==> config.mk <==
export PLATFORM = sky130hd
export DESIGN_NAME = c432_oracle_query_seq
export DESIGN_NICKNAME = d
export VERILOG_FILES = /design/src/rtl/c432_oracle_query_seq.sv
export SDC_FILE = /design/constraint.sdc
export NUM_CORES = 1
export LEC_CHECK = 0
export CORE_MARGIN = 4
export CORE_UTILIZATION = 41
export DETAILED_ROUTE_END_ITERATION = 8
export GPL_ROUTABILITY_DRIVEN = 0
export GPL_TIMING_DRIVEN = 0
export PLACE_DENSITY = 0.8
export SYNTH_ARGS = -nofsm -noshare
export SYNTH_HDL_FRONTEND = slang
export SYNTH_SLANG_ARGS = --single-unit
export TNS_END_PERCENT = 30
==> constraint.sdc <==
create_clock -name clk -period 2.04 [get_ports clk]
set_input_delay 0.612 -clock clk [delete_from_list [all_inputs] [get_ports clk]]
set_output_delay 0.612 -clock clk [all_outputs]
set_load 0.005 [all_outputs]
==> src/rtl/c432_oracle_query_seq.sv <==
// Query sequencer feeding the camouflaged c432 netlist: applies a PI pattern
// and camouflage key, waits a fixed settle time, captures the POs and returns
// the I/O pair to the SAT host. One query in flight; completed queries counted.
// Optional feature macro: C432_KEY_ALLOW_FILTER_EN (reject disallowed keys).
module c432_oracle_query_seq #(
  parameter int unsigned PI_W       = 36,
  parameter int unsigned PO_W       = 7,
  parameter int unsigned KEY_W      = 2,
  parameter int          SETTLE_CYC = 2,
  parameter int unsigned CNT_W      = 16
`ifdef C432_KEY_ALLOW_FILTER_EN
  , parameter logic [(1<<KEY_W)-1:0] KEY_ALLOW_MASK = '1
`endif
) (
  input  logic             clk,
  input  logic             rst_n,
  input  logic             pat_valid,
  output logic             pat_ready,
  input  logic [PI_W-1:0]  pat_pi,
  input  logic [KEY_W-1:0] pat_key,
  output logic [PI_W-1:0]  dut_pi,
  output logic [KEY_W-1:0] dut_key,
  input  logic [PO_W-1:0]  dut_po,
  output logic             rsp_valid,
  input  logic             rsp_ready,
  output logic [PI_W-1:0]  rsp_pi,
  output logic [PO_W-1:0]  rsp_po,
  output logic             rsp_err,
  output logic             busy,
  input  logic             cnt_clr,
  output logic [CNT_W-1:0] query_cnt
);

  // Settle times below one cycle are clamped to one.
  localparam int unsigned SETTLE_EFF = (SETTLE_CYC < 1) ? 32'd1 : 32'(SETTLE_CYC);
  localparam int unsigned SCNT_W     = (SETTLE_EFF > 1) ? $clog2(SETTLE_EFF) : 1;
  localparam logic [SCNT_W-1:0] SCNT_LOAD = SCNT_W'(SETTLE_EFF - 1);

  typedef enum logic [1:0] {IDLE, SETTLE, RESP} state_t;

  state_t             state_q, state_nx;
  logic [SCNT_W-1:0]  scnt_q, scnt_nx;
  logic [PI_W-1:0]    dut_pi_nx, rsp_pi_nx;
  logic [KEY_W-1:0]   dut_key_nx;
  logic [PO_W-1:0]    rsp_po_nx;
  logic               rsp_valid_nx, rsp_err_q, rsp_err_nx;
  logic               pat_ready_nx, busy_nx;
  logic [CNT_W-1:0]   cnt_nx;
  logic               rej_q, rej_nx;
  logic               key_ok;

`ifdef C432_KEY_ALLOW_FILTER_EN
  assign key_ok = KEY_ALLOW_MASK[pat_key];
`else
  assign key_ok = 1'b1;
`endif

  // State and all output registers.
  always_ff @(posedge clk or negedge rst_n) begin
    if (!rst_n) begin
      state_q   <= IDLE;
      scnt_q    <= '0;
      dut_pi    <= '0;
      dut_key   <= '0;
      rsp_valid <= 1'b0;
      rsp_pi    <= '0;
      rsp_po    <= '0;
      rsp_err_q <= 1'b0;
      rej_q     <= 1'b0;
      pat_ready <= 1'b1;
      busy      <= 1'b0;
      query_cnt <= '0;
    end else begin
      state_q   <= state_nx;
      scnt_q    <= scnt_nx;
      dut_pi    <= dut_pi_nx;
      dut_key   <= dut_key_nx;
      rsp_valid <= rsp_valid_nx;
      rsp_pi    <= rsp_pi_nx;
      rsp_po    <= rsp_po_nx;
      rsp_err_q <= rsp_err_nx;
      rej_q     <= rej_nx;
      pat_ready <= pat_ready_nx;
      busy      <= busy_nx;
      query_cnt <= cnt_nx;
    end
  end

  // Next-state and next-output logic.
  always_comb begin
    state_nx     = state_q;
    scnt_nx      = scnt_q;
    dut_pi_nx    = dut_pi;
    dut_key_nx   = dut_key;
    rsp_valid_nx = rsp_valid;
    rsp_pi_nx    = rsp_pi;
    rsp_po_nx    = rsp_po;
    rsp_err_nx   = rsp_err_q;
    rej_nx       = rej_q;
    cnt_nx       = query_cnt;

    case (state_q)
      IDLE: begin
        if (pat_valid) begin
          rsp_pi_nx = pat_pi;
          state_nx  = SETTLE;
          if (key_ok) begin
            dut_pi_nx  = pat_pi;
            dut_key_nx = pat_key;
            scnt_nx    = SCNT_LOAD;
            rej_nx     = 1'b0;
          end else begin
            // Rejected key: oracle pins untouched, respond on the next edge.
            scnt_nx = '0;
            rej_nx  = 1'b1;
          end
        end
      end
      SETTLE: begin
        if (scnt_q == '0) begin
          state_nx     = RESP;
          rsp_valid_nx = 1'b1;
          rsp_po_nx    = rej_q ? '0 : dut_po;
          rsp_err_nx   = rej_q;
        end else begin
          scnt_nx = scnt_q - SCNT_W'(1);
        end
      end
      RESP: begin
        if (rsp_ready) begin
          state_nx     = IDLE;
          rsp_valid_nx = 1'b0;
          rsp_err_nx   = 1'b0;
          if (query_cnt != '1) cnt_nx = query_cnt + CNT_W'(1);
        end
      end
      default: state_nx = IDLE;
    endcase

    if (cnt_clr) cnt_nx = '0;

    pat_ready_nx = (state_nx == IDLE);
    busy_nx      = (state_nx != IDLE);
  end

  assign rsp_err = rsp_err_q;

endmodule

==> impl_metrics.toml, run 1 <==
[timing]
fin_ws_ns = 0.0442
min_period_ns = 2.00
slew_headroom_pct = 44.3
post-route-period-util_pct = 97.8
worstMarginPinSlew_ns = 0.836
fin_skew_ns = 0.00751
slew_viol_final = 0
timing.fmax_mhz = 501
setup_viol = 0
final-hold-violation-count = 0

[logic_synthesis]
synth.top_cells.by_count = "66 x dfrtp_1, 46 x mux2_2, 38 x buf_4"
synth_flop_cell = "dfrtp_1"
yosysWarningCount = 0
synthArstFlopShare_pct = 100
synth_top_area_share_pct = 53.6
yosys_register_bits = 67
synth_area_leaders = "dfrtp_1 54%, mux2_2 17%, buf_4 9.3%, a21oi_1 2.3%, o31ai_1 2.2%"
yosysMostFrequentCell = "dfrtp_1"
synth_cells = 246
syn_nets = 297
synth_top_area_cell = "dfrtp_1"
syn_avg_cell_area_um2 = 12.5
synth-edff-count = 0
synth_seq_area_share_pct = 54.4
ys_types = 41
syn_area_um2 = 3080

[worst_setup_path]
cp_cell_sequence = "clkdlybuf4s50_1"
critPathRequiredTime_ns = 1.43
crit_cells = 1
worstPathArrival_ns = 1.38
reg2reg_to = "query_cnt[12]$_DFFE_PN0P_"
crit_start = "query_cnt[2]$_DFFE_PN0P_"
reg2regPathDepth = 6
endpoint = "query_cnt[2]"
r2r_setup_slack_ns = 0.12
worst-path-max-fanout = 7
crit_slowest_cell = "clkdlybuf4s50_1"
r2r-start = "query_cnt[0]$_DFFE_PN0P_"
cpLargestDelayFamily = "buffers and inverters"
worst-path-buf-inv = 1
cp_slowest_stage_delay_ns = 0.56
crit_path_end_kind = "primary output"
criticalPathCategory = "reg2out"
cp-start-kind = "flip-flop"

[cts]
cts_num_sinks = 67
cts_tree = "built"
path_clk_slew_ns = 0.07
cts_made_buffers = 9
clk_latency_ns = 0.34
clock_path_buffers = 2
cts.hold.buffers_added = 0
htreeDepth = 3
root_buffer = "clkbuf_8"

[finish]
fillers = 564
final_cells = 511
area_delta_synth_final_pct = 61.7
antenna_cells = 0
nets = 458
register_area_um2 = 1680
drive_gt1_share_pct = 31.3
multi_input_area_um2 = 1120

[detailed_routing]
dr.pass1.iters = 4
wirelength_um = 8110
drc = 0
ant_nets = 0
vias_per_cell = 4.83
drt-initial-drc-count = 30
vias = 2466
post_drt_wl_per_cell_um = 15.9

[placed_design]
port_buffers = 148
placed_cells = 493
pre_cts_slack_ns = -0.653
dp_hpwl_um = 6210

[pwr]
clkPwrFrac_pct = 16.1
power.internal_uw = 4870
power_density_nw_per_um2 = 1340
ir_worst_vdd_v = 0.000633
p_leak_uw = 0.00203
p_sw_uw = 1810
pwr-share-comb_pct = 50.4
power_frac_seq_pct = 33.6
p_total_uw = 6690
swShare_pct = 27.1

[grt]
grt_start_max_net_pins = 68
grt_use_total_pct = 18.5
first_global_vias = 2467
grt_antenna_before_repair = 0
grt_overflow = 0
grt_pass1_wl_um = 12800

[run]
drv_cap = 0

[die]
num_io_pins = 151
initial_utilization_pct = 42.3
die_w_um = 94.7
core_um2 = 7290
die-area_um2 = 8970
die_h_um = 94.7
row_count = 31

[min_path]
hold_class = "in2async"

[status]
status = "finished clean"
[power by group through the flow]
stage                     Combinational, uW  Sequential [uW]  Clock (uW)
after global routing                   3620             2340        1160
after floorplan                        1300             2260           0
after CTS                              3420             2250        1100
after global placement                 3320             2240           0
final                                  3370             2240        1070
after detailed placement               3400             2270           0
[metal layers]
layer	vias up	GRT usage [%]	wire [um]
met4	0	6.49	83
met5	-	0	0
met1	1187	23.7	3330
met3	10	4.86	698
met2	105	30.2	3990
li1	1164	-	-
[sequential cells by signal, summed over array words and instances, names as in the netlist]
name       flops
pat_ready      1
scnt_q         1
rsp_po         7
rsp_pi        36
dut_key        2
rsp_valid      1
busy           1
query_cnt     16
state_q        2
[what timing repair did]
| action | in CTS | in global routing |
|---|---|---|
| pin swaps | 0 | 1 |
| endpoints found under the setup margin | 36 | 33 |
| buffers inserted | 0 | 2 |
| endpoints found under the hold margin | 0 | 0 |
| resized for setup | 9 | 18 |
[worst min path at each step]
stage,cells after the start,slack [ns],endpoint
5_1_grt,1,0.45,query_cnt[15]$_DFFE_PN0P_
3_3_place_gp,1,0.46,rsp_valid$_DFFE_PN0P_
3_5_place_dp,1,0.47,rsp_valid$_DFFE_PN0P_
2_1_floorplan,0,0.32,busy$_DFF_PN0_
4_1_cts,1,0.40,query_cnt[13]$_DFFE_PN0P_
6_report,1,0.36,query_cnt[12]$_DFFE_PN0P_
[final cells by class]
cell class	instances	area share, %
inverters	5	0.377
clock inverters	3	0.402
well taps	99	2.49
flip-flops and latches	67	33.8
multi-input cells	128	22.5
repair buffers	150	30.0
clock buffers	13	3.59
plain buffers	46	6.86
[layout by cell type (no fill, tap or decap), types with 3 or more instances in the layout]
cell,count
clkdlybuf4s50_1,146
dfrtp_1,63
mux2_2,46
buf_4,45
clkbuf_8,13
a21oi_1,11
o31ai_1,9
nor2_1,8
or4_1,6
inv_1,5
nand4_1,4
or3_1,4
nand2_1,4
nand2b_1,3
a21oi_2,3
dfrtp_2,3
[logic make-up (layout without fill, tap and decap cells)]
kind of cell | after synthesis | count (layout) | share of synthesized area, %
AO/OA/AOI/OAI | 30 | 30 | 6.21
adder cells (fa/ha/maj) | 1 | 1 | 0.406
buffers and inverters | 51 | 217 | 11.1
flip-flops | 67 | 67 | 54.4
multiplexers | 49 | 49 | 17.8
other | 1 | 1 | 0.122
AND/OR/NAND/NOR | 47 | 47 | 9.87
[metrics by stage]
step / hold slack (ns) / util [%] / setup TNS, ns / cell area [um2]
global route: 0.448 / 68.3 / -0.00565 / 4980
global placement: 0.461 / 64.3 / -151.49 / 4690
CTS: 0.403 / 67.3 / -0.0337 / 4900
finish: 0.363 / 68.3 / 0 / 4980
detailed placement: 0.469 / 64.2 / -23.66 / 4680
floorplan: 0.316 / - / 0 / 3080
Note: power is estimated with default switching activity, not from simulation.
==> run 2, diff against run 1 <==
- CORE_MARGIN: 4 -> not set
- REMOVE_ABC_BUFFERS: not set -> 1
==> run 2 against run 1 <==
  * Via count down 3.0%
  * Fmax up 1.8%
  * Clock-buffer cell count down 2
  * Global-route usage up 1.6 points
  * Critical endpoint is now pat_ready
  * Critical path depth unchanged
  * Highest routed layer unchanged
  * Setup slack better by 0.035 ns
==> impl_metrics.toml, run 2 (synthesis gave the netlist of run 1 again) <==
[status]
status = "finished clean"

[timing]
min_period_ns = 1.96
fin_skew_ns = 0.0129
final-hold-violation-count = 0
worstMarginPinSlew_ns = 0.825
setup_viol = 0
fin_hold_ws_ns = 0.375
slew_viol_final = 0
timing.fmax_mhz = 510
post-route-period-util_pct = 96.1
tns_ns = 0
slew_headroom_pct = 45.0

[pwr]
p_leak_uw = 0.00188
power_density_nw_per_um2 = 1350
ir_worst_vdd_v = 0.000732

[die]
initial_utilization_pct = 42.5
die_w_um = 88.7
num_io_pins = 151
die_h_um = 88.7
core_um2 = 7250
die-area_um2 = 7870
row_count = 31

[placed_design]
placement.cell_area_um2 = 4410
dp_hpwl_um = 5260
port_buffers = 149

[worst_setup_path]
critPathRequiredTime_ns = 1.43
cp_slowest_stage_delay_ns = 0.53
cpLargestDelayFamily = "flip-flops"
crit_path_end_kind = "primary output"
cp-start-kind = "flip-flop"
crit_slowest_cell = "dfstp_2"
worstPathArrival_ns = 1.35
reg2regPathDepth = 5
r2r_setup_slack_ns = 0.12
reg2reg_to = "query_cnt[0]$_DFFE_PN0P_"
criticalPathCategory = "reg2out"
r2r-start = "query_cnt[1]$_DFFE_PN0P_"
worst-path-buf-inv = 1
worst-path-max-fanout = 1
cp_cell_sequence = "clkdlybuf4s50_1"

[run]
drv_cap = 0

[detailed_routing]
vias = 2391
dr.pass1.iters = 4
drt-initial-drc-count = 71
drc = 0
ant_nets = 0
post_drt_wl_per_cell_um = 15.9
wirelength_um = 7500
vias_per_cell = 5.07

[grt]
grt_overflow = 0
grt_antenna_before_repair = 0
grt_use_total_pct = 20.1
first_global_vias = 2396
grt_start_max_net_pins = 68
grt_pass1_wl_um = 11800

[cts]
clk_latency_ns = 0.34
cts_num_sinks = 67
cts_tree = "built"
path_clk_slew_ns = 0.08
htreeDepth = 3
clock_path_buffers = 2
cts.hold.buffers_added = 0
root_buffer = "clkbuf_8"
cts_made_buffers = 9

[finish]
mostFrequentLayoutCell = "clkdlybuf4s50_1"
nets = 419
antenna_cells = 0
most-common-layout-cells = "147 x clkdlybuf4s50_1, 63 x dfrtp_1, 46 x mux2_2"
fin_util_pct = 65.3
reg_top3 = "rsp_pi x36, query_cnt x16, rsp_po x7"
final_cell_area_um2 = 4730
top_register = "rsp_pi"
area_delta_synth_final_pct = 53.6
drive_gt1_share_pct = 23.3
largest_register_ffs = 36

[min_path]
hold_class = "in2async"
-- run 2: cell count changes in the layout (fill, tap and decap cells not counted), sizes merged --
cell and change:
buf -36, clkinv +1, dlygate4sd1 -1, clkdlybuf4s50 +1, clkinvlp -1, clkbuf -5
bufinv +2
-- run 2: area by class of cell --
| class | count | area (um2) |
|---|---|---|
| Fill cell | 573 | 2520 |
| Sequential cell | 67 | 1680 |
| Timing Repair Buffer | 157 | 1560 |
| Multi-Input combinational cell | 128 | 1110 |
| Clock buffer | 11 | 151 |
| Tap cell | 99 | 124 |
| Clock inverter | 5 | 85.1 |
| Inverter | 5 | 18.8 |
-- run 2: report_power, final --
group          switching [uW]  leakage (uW)  total (uW)  internal, uW
combinational             795      0.000949        2830          2040
clock                     513      0.000116        1270           759
sequential                428      0.000816        2290          1860
-- run 2: worst max-delay path by stage --
stage	start	end	slack [ns]	depth (start not counted)
after floorplan	pat_valid	dut_key[0]$_DFFE_PN0P_	-1.94	2
after global routing	query_cnt[1]$_DFFE_PN0P_	query_cnt[0]$_DFFE_PN0P_	-0.003	5
after CTS	query_cnt[0]$_DFFE_PN0P_	query_cnt[10]$_DFFE_PN0P_	-0.01	5
final	pat_ready$_DFF_PN1_	pat_ready	0.08	1
after global placement	pat_valid	rsp_pi[16]$_DFFE_PN0P_	-3.97	3
after detailed placement	rsp_ready	query_cnt[15]$_DFFE_PN0P_	-0.70	5
-- run 2: layer usage --
layer	vias to the layer above	track usage, %	part of all wire, %
met5	-	0	0
met3	9	4.85	6.4
met2	92	34.2	53
met4	0	8.80	1.3
met1	1201	24.2	39
li1	1089	-	-
-- run 2: timing repair --
item / CTS / global route
gates resized for setup: 6 / 5
cloned: 0 / 0
endpoints found under the setup margin: 35 / 13
buffers inserted: 4 / 1
pin swaps: 0 / 1
-- run 2: per-stage QoR --
stage	setup WS (ns)	power (uW)	cells
after floorplan	-1.94	3060	200
after global placement	-3.97	5040	448
after detailed placement	-0.698	5110	451
after CTS	-0.0102	6470	471
after global routing	-0.00329	6780	472
final	0.0789	6400	472
